===== src/rtl/alarm_trigger.sv =====
// alarm_trigger: free-running MM:SS BCD clock with a single latched alarm.
// Rings when the running time reaches the latched target; ringing ends on
// dismiss, on a fixed tick timeout, or (with ALARM_SNOOZE_EN defined) on
// snooze, which re-arms the alarm SNOOZE_MIN minutes after the current time.
//
// Handshake: alarm_valid is a level, not a valid/ready pair. While it is high
// the alarm value is final; the block samples it once on leaving IDLE and
// ignores further changes. Dropping alarm_valid forces IDLE on the next edge,
// overriding every other transition.
//
// o_state exposes the FSM state for observation (IDLE=0, ARMED=1,
// RINGING=2, DONE=3, SNOOZED=4).
module alarm_trigger #(
    parameter int unsigned RING_SECONDS = 30,
    parameter int unsigned SNOOZE_MIN   = 5
) (
    input  logic        clk,
    input  logic        resetn,
    input  logic        tick,
    input  logic        alarm_valid,
    input  logic [15:0] alarm,
    input  logic        push_c,
    input  logic        push_d,
    output logic [15:0] time_bcd,
    output logic        armed,
    output logic        ringing,
    output logic        ring_led,
    output logic [2:0]  o_state
);

`ifdef ALARM_SNOOZE_EN
    typedef enum logic [2:0] {
        ST_IDLE    = 3'd0,
        ST_ARMED   = 3'd1,
        ST_RINGING = 3'd2,
        ST_DONE    = 3'd3,
        ST_SNOOZED = 3'd4
    } state_t;
`else
    typedef enum logic [2:0] {
        ST_IDLE    = 3'd0,
        ST_ARMED   = 3'd1,
        ST_RINGING = 3'd2,
        ST_DONE    = 3'd3
    } state_t;
`endif

    state_t      r_state;
    state_t      w_next;
    logic [15:0] r_time;
    logic [15:0] r_target;
    logic [7:0]  r_ring_cnt;
    logic        r_armed;
    logic        r_ringing;
    logic        r_ring_led;

    logic [15:0] w_time_inc;
    logic        w_load_tgt;
    logic        w_snooze;
    logic        w_inc_cnt;
    logic        w_next_armed;

    // One-second BCD increment with per-digit carry, 59:59 wraps to 00:00.
    function automatic logic [15:0] bcd_inc(input logic [15:0] t);
        logic [3:0] m10, m1, s10, s1;
        {m10, m1, s10, s1} = t;
        if (s1 == 4'd9) begin
            s1 = 4'd0;
            if (s10 == 4'd5) begin
                s10 = 4'd0;
                if (m1 == 4'd9) begin
                    m1  = 4'd0;
                    m10 = (m10 == 4'd5) ? 4'd0 : m10 + 4'd1;
                end else begin
                    m1 = m1 + 4'd1;
                end
            end else begin
                s10 = s10 + 4'd1;
            end
        end else begin
            s1 = s1 + 4'd1;
        end
        return {m10, m1, s10, s1};
    endfunction

`ifdef ALARM_SNOOZE_EN
    // Add SNOOZE_MIN minutes in BCD; seconds untouched, tens-of-minutes wrap 5->0.
    function automatic logic [15:0] bcd_add_min(input logic [15:0] t);
        logic [4:0] sum;
        logic [3:0] m1, m10;
        sum = {1'b0, t[11:8]} + 5'(SNOOZE_MIN);
        if (sum >= 5'd10) begin
            m1  = 4'(sum - 5'd10);
            m10 = (t[15:12] == 4'd5) ? 4'd0 : t[15:12] + 4'd1;
        end else begin
            m1  = sum[3:0];
            m10 = t[15:12];
        end
        return {m10, m1, t[7:0]};
    endfunction
`else
    // Snooze input is present on the port but has no function in this build.
    logic w_unused_push_d;
    assign w_unused_push_d = push_d;
`endif

    // Next-state decode and per-cycle control strobes.
    always_comb begin
        w_next       = r_state;
        w_time_inc   = bcd_inc(r_time);
        w_load_tgt   = 1'b0;
        w_snooze     = 1'b0;
        w_inc_cnt    = 1'b0;
        if (!alarm_valid) begin
            w_next = ST_IDLE;
        end else begin
            case (r_state)
                ST_IDLE: begin
                    w_next     = ST_ARMED;
                    w_load_tgt = 1'b1;
                end
                ST_ARMED: begin
                    if (tick && (w_time_inc == r_target)) w_next = ST_RINGING;
                end
                ST_RINGING: begin
                    if (push_c) begin
                        w_next = ST_DONE;
`ifdef ALARM_SNOOZE_EN
                    end else if (push_d) begin
                        w_next   = ST_SNOOZED;
                        w_snooze = 1'b1;
`endif
                    end else if (tick) begin
                        if (r_ring_cnt == 8'(RING_SECONDS - 1)) w_next = ST_DONE;
                        else                                     w_inc_cnt = 1'b1;
                    end
                end
`ifdef ALARM_SNOOZE_EN
                ST_SNOOZED: begin
                    if (tick && (w_time_inc == r_target)) w_next = ST_RINGING;
                end
`endif
                ST_DONE: begin
                    w_next = ST_DONE;
                end
                default: begin
                    w_next = ST_IDLE;
                end
            endcase
        end
`ifdef ALARM_SNOOZE_EN
        w_next_armed = (w_next == ST_ARMED) || (w_next == ST_SNOOZED);
`else
        w_next_armed = (w_next == ST_ARMED);
`endif
    end

    // State register, time count, target latch, ring counter and registered outputs.
    always_ff @(posedge clk) begin
        if (!resetn) begin
            r_state    <= ST_IDLE;
            r_time     <= 16'h0000;
            r_target   <= 16'h0000;
            r_ring_cnt <= 8'd0;
            r_armed    <= 1'b0;
            r_ringing  <= 1'b0;
            r_ring_led <= 1'b0;
        end else begin
            r_state <= w_next;
            if (tick) r_time <= w_time_inc;
            if (w_load_tgt) r_target <= alarm;
`ifdef ALARM_SNOOZE_EN
            if (w_snooze) r_target <= bcd_add_min(r_time);
`endif
            if ((w_next == ST_RINGING) && (r_state != ST_RINGING)) r_ring_cnt <= 8'd0;
            else if (w_inc_cnt)                                    r_ring_cnt <= r_ring_cnt + 8'd1;
            r_armed    <= w_next_armed;
            r_ringing  <= (w_next == ST_RINGING);
            r_ring_led <= ((w_next == ST_RINGING) && (r_state == ST_RINGING))
                          ? (r_ring_led ^ w_inc_cnt) : 1'b0;
        end
    end

    assign time_bcd = r_time;
    assign armed    = r_armed;
    assign ringing  = r_ringing;
    assign ring_led = r_ring_led;
    assign o_state  = r_state;

endmodule


===== config.mk =====
export PLATFORM = sky130hd
export DESIGN_NAME = alarm_trigger
export DESIGN_NICKNAME = d
export VERILOG_FILES = /design/src/rtl/alarm_trigger.sv
export SDC_FILE = /design/constraint.sdc
export NUM_CORES = 1
export LEC_CHECK = 0
export CORE_ASPECT_RATIO = 0.5
export CORE_MARGIN = 1
export CORE_UTILIZATION = 29
export DETAILED_ROUTE_END_ITERATION = 6
export GPL_ROUTABILITY_DRIVEN = 0
export GPL_TIMING_DRIVEN = 0
export SLEW_MARGIN = 10
export SYNTH_ARGS = -nofsm -noshare
export SYNTH_HDL_FRONTEND = slang
export SYNTH_SLANG_ARGS = --single-unit

===== constraint.sdc =====
create_clock -name clk -period 4.24 [get_ports clk]
set_clock_uncertainty 0.2 [all_clocks]
set_input_delay 0.636 -clock clk [delete_from_list [all_inputs] [get_ports clk]]
set_output_delay 0.636 -clock clk [all_outputs]
set_load 0.01 [all_outputs]

# Yosys cells after proc, flatten, opt, wreduce, memory -nomap -nowiden
# Index checks and enable logic that the tools add are counted.
[classes]
addsub = 5
n_eq_ne = 12
bitwise_logic = 2
n_mux = 23
reduce_logical = 6
[op_table]
columns = ["op", "count"]
rows = [
  ["$mux W4", 10],
  ["$add A4 B1 Y4 const B", 4],
  ["$eq A16 B16 Y1", 1],
  ["$mux W3", 5],
  ["$pmux W3 S4", 1],
  ["$eq A3 B2 Y1 const B", 3],
  ["$add A8 B1 Y8 const B", 1],
  ["$eq A4 B3 Y1 const B", 2],
  ["$eq A4 B4 Y1 const B", 2],
  ["$eq A8 B5 Y1 const B", 1],
  ["$mux W1", 7],
  ["$eq A3 B1 Y1 const B", 2],
  ["$logic_and A1 B1 Y1", 3],
  ["$logic_not A3 Y1", 1],
  ["$ne A3 B2 Y1 const B", 1],
  ["$reduce_and A2 Y1", 1],
  ["$reduce_or A2 Y1", 1],
  ["$not A1 Y1", 1],
  ["$xor A1 B1 Y1", 1],
]
[totals]
ff_bits = 46
elab_cells = 55

# Depth between registers and ports, before layout
# Gate-level depths: netlist of run 1.
[depth]
ltp_word = 13
ltp_mapped = 10

# Worst setup path before layout of run 1
# No wires, ideal clock.
[synth_timing]
path_type = "register -> register"
start = "register r_time[8], in the netlist time_bcd[8]"
end = "register r_ringing, in the netlist ringing"
n_path_buf = 1
t_arrival_ns = 2.248
path_slack_ns = 1.731
path_stages_with_launch = 10
path_cell_list = "dfxtp_1 -> ha_1 -> and3b_1 -> buf_6 -> nor4_1 -> or3_1 -> a22oi_2 -> nand4_4 -> o41ai_4 -> and3b_1"
[synth_via]
elab_chain_len = 10
elab_cells_between_ends = 14
cone_classes = "add/sub: 1; eq/ne: 3; mux: 9; reduce/logical: 1"
[synth_rtl]
columns = ["element", "line_no", "source"]
rows = [
  ["start: declaration", "50", "logic [15:0] r_time;"],
  ["start signal: assignment", "170", "if (tick) r_time <= w_time_inc;"],
  ["$add A4 B1 Y4 / $eq A4 B4 Y1 (equally long branches)", "75, 71", ""],
  ["$mux W4", "71", "if (m1 == 4'd9) begin"],
  ["$mux W4", "69", "if (s10 == 4'd5) begin"],
  ["$mux W4", "67", "if (s1 == 4'd9) begin"],
  ["$eq A16 B16 Y1 *", "123", "if (tick && (w_time_inc == r_target)) w_next = ST_RINGING;"],
  ["$logic_and A1 B1 Y1 *", "123", ""],
  ["$mux W3 *", "123", ""],
  ["$pmux W3 S4 *", "117", "case (r_state)"],
  ["$mux W3 *", "114", "if (!alarm_valid) begin"],
  ["$eq A3 B2 Y1 *", "178", "r_ringing <= (w_next == ST_RINGING);"],
  ["end signal: assignment", "178", ""],
  ["end: declaration", "54", "logic r_ringing;"],
]
# Mark *: on every way between the ends. The rest lies on a longest branch, timed or not.
# A chain may end at the register's enable or synchronous reset.

# Worst setup path after layout of run 1
[layout_timing]
start = "register r_time[8], in the netlist time_bcd[8]"
end = "register r_ring_cnt[2]"
[layout_via]
elab_chain_len = 12
elab_cells_between_ends = 16
cone_classes = "add/sub: 1; eq/ne: 3; mux: 9; reduce/logical: 3"
[layout_rtl]
columns = ["element", "line_no", "source"]
rows = [
  ["$add A4 B1 Y4 / $eq A4 B4 Y1 (equally long branches)", "75, 71", ""],
  ["$mux W4", "71", ""],
  ["$mux W4", "69", ""],
  ["$mux W4", "67", ""],
  ["$eq A16 B16 Y1 *", "123", ""],
  ["$logic_and A1 B1 Y1 *", "123", ""],
  ["$mux W3 *", "123", ""],
  ["$pmux W3 S4 *", "117", ""],
  ["$mux W3 *", "114", ""],
  ["$eq A3 B2 Y1 *", "175", "if ((w_next == ST_RINGING) && (r_state != ST_RINGING)) r_ring_cnt <= 8'd0;"],
  ["$logic_and A1 B1 Y1 *", "175", ""],
  ["$reduce_or A2 Y1 (no source line) *", "--", ""],
  ["end signal: assignment", "176", "else if (w_inc_cnt) r_ring_cnt <= r_ring_cnt + 8'd1;"],
  ["end: declaration", "52", "logic [7:0] r_ring_cnt;"],
]
# Marked as above.

==> impl_metrics.ini, run 1 <==
[run_status]
status = finished, violations left
violations = DRC

[placement]
dpl.cell_count = 518
dp_slack_ps = 1410
dp_hpwl_mm = 5.10
io_buffer_count = 42

[drt]
drtIter0Drc = 168
routed-via-count = 2534
routed_via_density = 4.82
first_pass_iters = 6
routedWlPerCell_um = 13.1
drtAntennaViolNets = 0
routed_wl_mm = 6.88
drc = 1

[power_and_ir_drop]
p_sw_frac = 0.238
ir_drop_v = 0.000175
seqPwrFrac = 0.449
internal-power_mw = 0.770
leakagePower_nw = 1.26
power_density_nw_per_um2 = 282
power_frac_comb = 0.096
switching_power_mw = 0.240
clockPowerShare = 0.455

[yosys]
synth_nets = 369
yosysWarnings = 0
synth-async-reset-ratio = 0
synth_area_leader_cell = dfxtp_1
synth-seq-cells = 46
synth_ff_type = dfxtp_1
synth_edf_count = 0
yosysTopAreaCellShare = 0.325
syn_avg_cell_area_um2 = 8.30
ys_seq_area_frac = 0.325
synthDistinctLibCells = 63
syn-instance-count = 341
synth_area_leaders = dfxtp_1 33%, nand2_1 6.8%, a21boi_0 6.1%
netlist_area_um2 = 2830

[floorplanning]
fp.dieW_um = 142
num_io_pins = 44
dieArea_um2 = 10200
coreArea_um2 = 9450
start_util = 0.300
rows = 25
die_height_um = 71.9

[worst_hold_path]
min_to = r_target[15]
hp-class = reg2reg
hp-start = r_target[15]
whs_path_depth = 2

[sta]
max_freq_mhz = 354
setup_tns_ps = 0
slew_viol_final = 0
max-slew-margin-rel = 0.645
tightest_slew_ps = 533
layout_setup_ws_ps = 1410
setup_violations = 0
finalCritPeriodShare = 0.667
period_minus_slack_ps = 2830
rsz0062_at_grt = no
final_hold_viol_count = 0

[global_route]
grtUsageTotal = 0.142
grt_pass1_vias = 2261
grt_first_pass_wirelength_mm = 11.2
grt_max_degree = 15
overflow = 0
antenna_found_initial = 0

[critical_path]
r2r_start = time_bcd[8]
path_class = reg2reg
r2r_cells = 8
crit_arrival_ps = 2810
reg2reg_slack_ps = 1410
rr_endpoint = r_ring_cnt[2]
required_ps = 4220
critPathMaxFanout = 8
startpoint_type = flip-flop
cp-end-kind = flip-flop

[cells_and_area]
diodes = 0
finalNonFillerCells = 526
drive_above_1_share = 0.0767
fillers = 1019
area_growth_pct = 26.7
nets = 418

[clock_tree]
clk_latency_ps = 300
cts_tree = done
postCtsHoldBufs = 0
htreeDepth = 2
clock-sinks = 46
cts_buffers = 5
clk_pin_slew_ps = 70
cts_buffer_depth = 2
cts.repair.resized = 0
post_cts_buffers = 0
clock-root-buffer = clkbuf_16

[job]
drv_cap = 0
## cells in the mapped netlist (3+ instances only)
library cell  count
xnor2_1           8
clkbuf_1         10
buf_6             4
ha_1              6
nor2_1           23
nand3_1          14
inv_1             9
o211ai_1          3
xor2_1           11
nor3_1           11
a31oi_1           3
nor2b_1          13
a21boi_0         23
buf_2             4
and3b_1           3
and2_1            8
o31ai_1           3
nand4_1           4
nor4_1            5
o21ai_0          11
a21oi_1          12
nand2b_1          4
dfxtp_1          46
nand2_1          51
and3_1            3
or3_1             4
## final cells by class
| class | count | area [um^2] | area share |
|---|---|---|---|
| clock buffers | 6 | 129 | 0.0359 |
| well taps | 135 | 169 | 0.0471 |
| flip-flops and latches | 46 | 921 | 0.257 |
| multi-input cells | 266 | 1750 | 0.487 |
| repair buffers | 42 | 420 | 0.117 |
| inverters | 9 | 33.8 | 0.00942 |
| clock inverters | 2 | 37.5 | 0.0105 |
| plain buffers | 20 | 130 | 0.0363 |
## cells by family after synthesis
family | Yosys count | synth area share
other | 1 | 0.00132
buffers and inverters | 29 | 0.0579
DFF | 46 | 0.325
AOI/OAI and AO/OA | 78 | 0.216
and+or+nand+nor | 160 | 0.307
muxes | 2 | 0.00707
adders and majority gates | 6 | 0.0265
xor gates and xnor gates | 19 | 0.0588
## flip-flops by register name, summed over array words and instances, names as in the netlist
register,cells
o_state,3
time_bcd,16
ringing,1
armed,1
ring_led,1
r_target,16
r_ring_cnt,8
## power by group through the flow
stage	sequential [mW]	combinational (mW)	clock, mW
after CTS	0.453	0.0986	0.475
after global placement	0.463	0.0972	0
after global routing	0.455	0.107	0.492
final	0.453	0.0971	0.460
after floorplan	0.461	0.0564	0
after detailed placement	0.463	0.0980	0
## placed cells by master (no fill, tap or decap), types with 6 or more instances in the layout
cell	instances
a21boi_0	23
a21oi_1	12
and2_1	8
clkbuf_1	11
clkdlybuf4s50_1	42
dfxtp_1	46
ha_1	6
inv_1	9
nand2_1	51
nand3_1	14
nor2_1	23
nor2b_1	13
nor3_1	11
o21ai_0	11
xnor2_1	8
xor2_1	11
## how the worst max path moves through the flow
stage / startpoint / end / slack (ps) / cells after the start
floorplan: time_bcd[8] / ringing / 1730 / 9
global placement: time_bcd[8] / r_ring_cnt[4] / 1420 / 8
detailed placement: time_bcd[8] / r_ring_cnt[7] / 1410 / 8
CTS: time_bcd[8] / r_ring_cnt[2] / 1410 / 8
global route: time_bcd[8] / r_ring_cnt[2] / 1190 / 8
finish: time_bcd[8] / r_ring_cnt[2] / 1410 / 8
## worst max-delay path, stage by stage, from the launching register on
cell and delay (ps):
dfxtp_1 500, ha_1 240, nand3b_1 200, nor4_1 340, mux2i_1 340, xor2_1 260
nand4_4 170, o31ai_4 370, nor2_1 90
## routing by layer
layer | vias to the layer above | track usage | part of all wire
li1 | 1304 | - | -
met1 | 1188 | 0.202 | 0.53
met2 | 34 | 0.213 | 0.43
met3 | 8 | 0.0267 | 0.033
met4 | 0 | 0.0514 | 0.014
met5 | - | 0 | 0
## stage by stage
step	total power, mW	hold WS (ps)	instance area, um^2	utilization
4_1_cts	1.03	284	3590	0.380
3_5_place_dp	0.561	276	3420	0.362
6_report	1.01	282	3590	0.380
2_1_floorplan	0.517	249	2830	-
5_1_grt	1.05	301	3590	0.380
3_3_place_gp	0.560	268	3420	0.362
No activity file was read; power rests on OpenSTA's default activity.
==> inputs of run 2 (changes only) <==
==> constraint.sdc (replaced) <==
create_clock -name clk -period 2.31 [get_ports clk]
set_clock_uncertainty 0.2 [all_clocks]
set_input_delay 0.3465 -clock clk [delete_from_list [all_inputs] [get_ports clk]]
set_output_delay 0.3465 -clock clk [all_outputs]
set_load 0.01 [all_outputs]
==> run 2 against run 1 <==
Net effect: the flow finishes with violations (DRC, setup timing); clock power rose by 57%; sequential cell count did not move; wire length rose by 5.6%; global-route usage rose by 0.59 points; via count rose by 4.2%; critical path type unchanged.
==> impl_metrics.ini, run 2 (synthesis gave the netlist of run 1 again) <==
[global_route]
grt_pass1_vias = 2342
grt_first_pass_wirelength_mm = 11.7
antenna_found_initial = 0
overflow = 0
grtUsageTotal = 0.148
grt_max_degree = 15

[floorplanning]
start_util = 0.300
dieArea_um2 = 10200
num_io_pins = 44
rows = 25
coreArea_um2 = 9450
fp.dieW_um = 142
die_height_um = 71.9

[drt]
drtIter0Drc = 115
drtAntennaViolNets = 0
drc = 4
routed-via-count = 2641
routed_via_density = 4.78
routedWlPerCell_um = 13.2
routed_wl_mm = 7.27
first_pass_iters = 7

[critical_path]
critPathBufInv = 3
crit_family = simple AND/OR/NAND/NOR gates
required_ps = 2290
path_cells = nand4bb_1 > clkbuf_8 > nor2_1 > a32oi_1 > a22oi_2 > nand4_4 > buf_6 > o31ai_4 > buf_6 > nor2_1
cp-end-kind = flip-flop
path_class = reg2reg
critPathMaxFanout = 11
reg2reg_slack_ps = -270
max_stage_delay_ps = 380
startpoint_type = flip-flop
critPathSlowestCell = dfxtp_4
crit_arrival_ps = 2560

[power_and_ir_drop]
power_density_nw_per_um2 = 450
ir_drop_v = 0.000250
leakagePower_nw = 1.43

[cells_and_area]
fillers = 995
diodes = 0
final_common_cell = nand2_1
drive_above_1_share = 0.194
final_design_area_no_fill_um2 = 3890
nets = 444
finalNonFillerCells = 552
regArea_um2 = 948
final_cell_mix = 51 x nand2_1, 42 x clkdlybuf4s50_1, 34 x dfxtp_1
multiInputGateArea_um2 = 1810
area_growth_pct = 37.3

[clock_tree]
clock-sinks = 46
cts_buffer_depth = 2
htreeDepth = 2
clk_pin_slew_ps = 60
clk_latency_ps = 290
cts_buffers = 5
cts_tree = done
clock-root-buffer = clkbuf_16

[placement]
place_area_um2 = 3460
dpl.cell_count = 518
io_buffer_count = 42
dp_hpwl_mm = 5.14

[sta]
max_freq_mhz = 388
fin_hold_ws_ps = 285
finalCritPeriodShare = 1.12
setup_violations = 12
layout_setup_ws_ps = -268
rsz0062_at_grt = yes
max-slew-margin-rel = 0.665
slew_viol_final = 0
period_minus_slack_ps = 2580
final_hold_viol_count = 0
tightest_slew_ps = 503
setup_tns_ps = -2970

[job]
drv_cap = 0

[run_status]
violations = DRC, setup timing
status = finished, violations left

[worst_hold_path]
hp-class = reg2reg
-- run 2: worst paths after layout --
path,end,cells after the start,startpoint
setup / recovery,r_ring_cnt[3],10,time_bcd[7]
hold / removal,r_target[8],2,r_target[8]
setup reg to reg,r_ring_cnt[3],10,time_bcd[7]
hold reg to reg,r_target[8],2,r_target[8]
-- run 2: tightest hold or removal path, cell delays in order, from the launching register on --
cell and delay, ps:
dfxtp_1 320, nand2_1 60, a21boi_0 60
-- run 2: final cells by class --
cell class              count  area share
well taps                 135      0.0435
plain buffers              18      0.0348
inverters                   9     0.00934
repair buffers             70       0.165
clock inverters             2     0.00354
flip-flops and latches     46       0.244
clock buffers               6      0.0332
multi-input cells         266       0.467
-- run 2: power by group --
group / total (mW) / internal, mW / switching [mW]
clock network: 0.720 / 0.402 / 0.318
registers: 0.826 / 0.807 / 0.0194
logic: 0.202 / 0.106 / 0.0962
-- run 2: layer usage --
| layer | track usage | wire [um] |
|---|---|---|
| met3 | 0.0287 | 335 |
| met1 | 0.208 | 3680 |
| met4 | 0.0358 | 40 |
| met5 | 0 | 0 |
| met2 | 0.234 | 3220 |
-- run 2: what timing repair did --
action / 4_1_cts / 5_1_grt
hold buffers: 0 / 0
buffers inserted: 27 / 1
resized for setup: 20 / 9
endpoints found under the hold margin: 0 / 0
endpoints found under the setup margin: 12 / 22
pin swaps: 17 / 3
-- run 2: stage by stage --
| stage | total power, mW | util | worst slack (ps) |
|---|---|---|---|
| after floorplan | 0.947 | - | -119 |
| after global placement | 1.03 | 0.366 | -390 |
| after detailed placement | 1.03 | 0.366 | -411 |
| after CTS | 1.77 | 0.408 | -259 |
| after global routing | 1.82 | 0.411 | -378 |
| final | 1.75 | 0.411 | -268 |
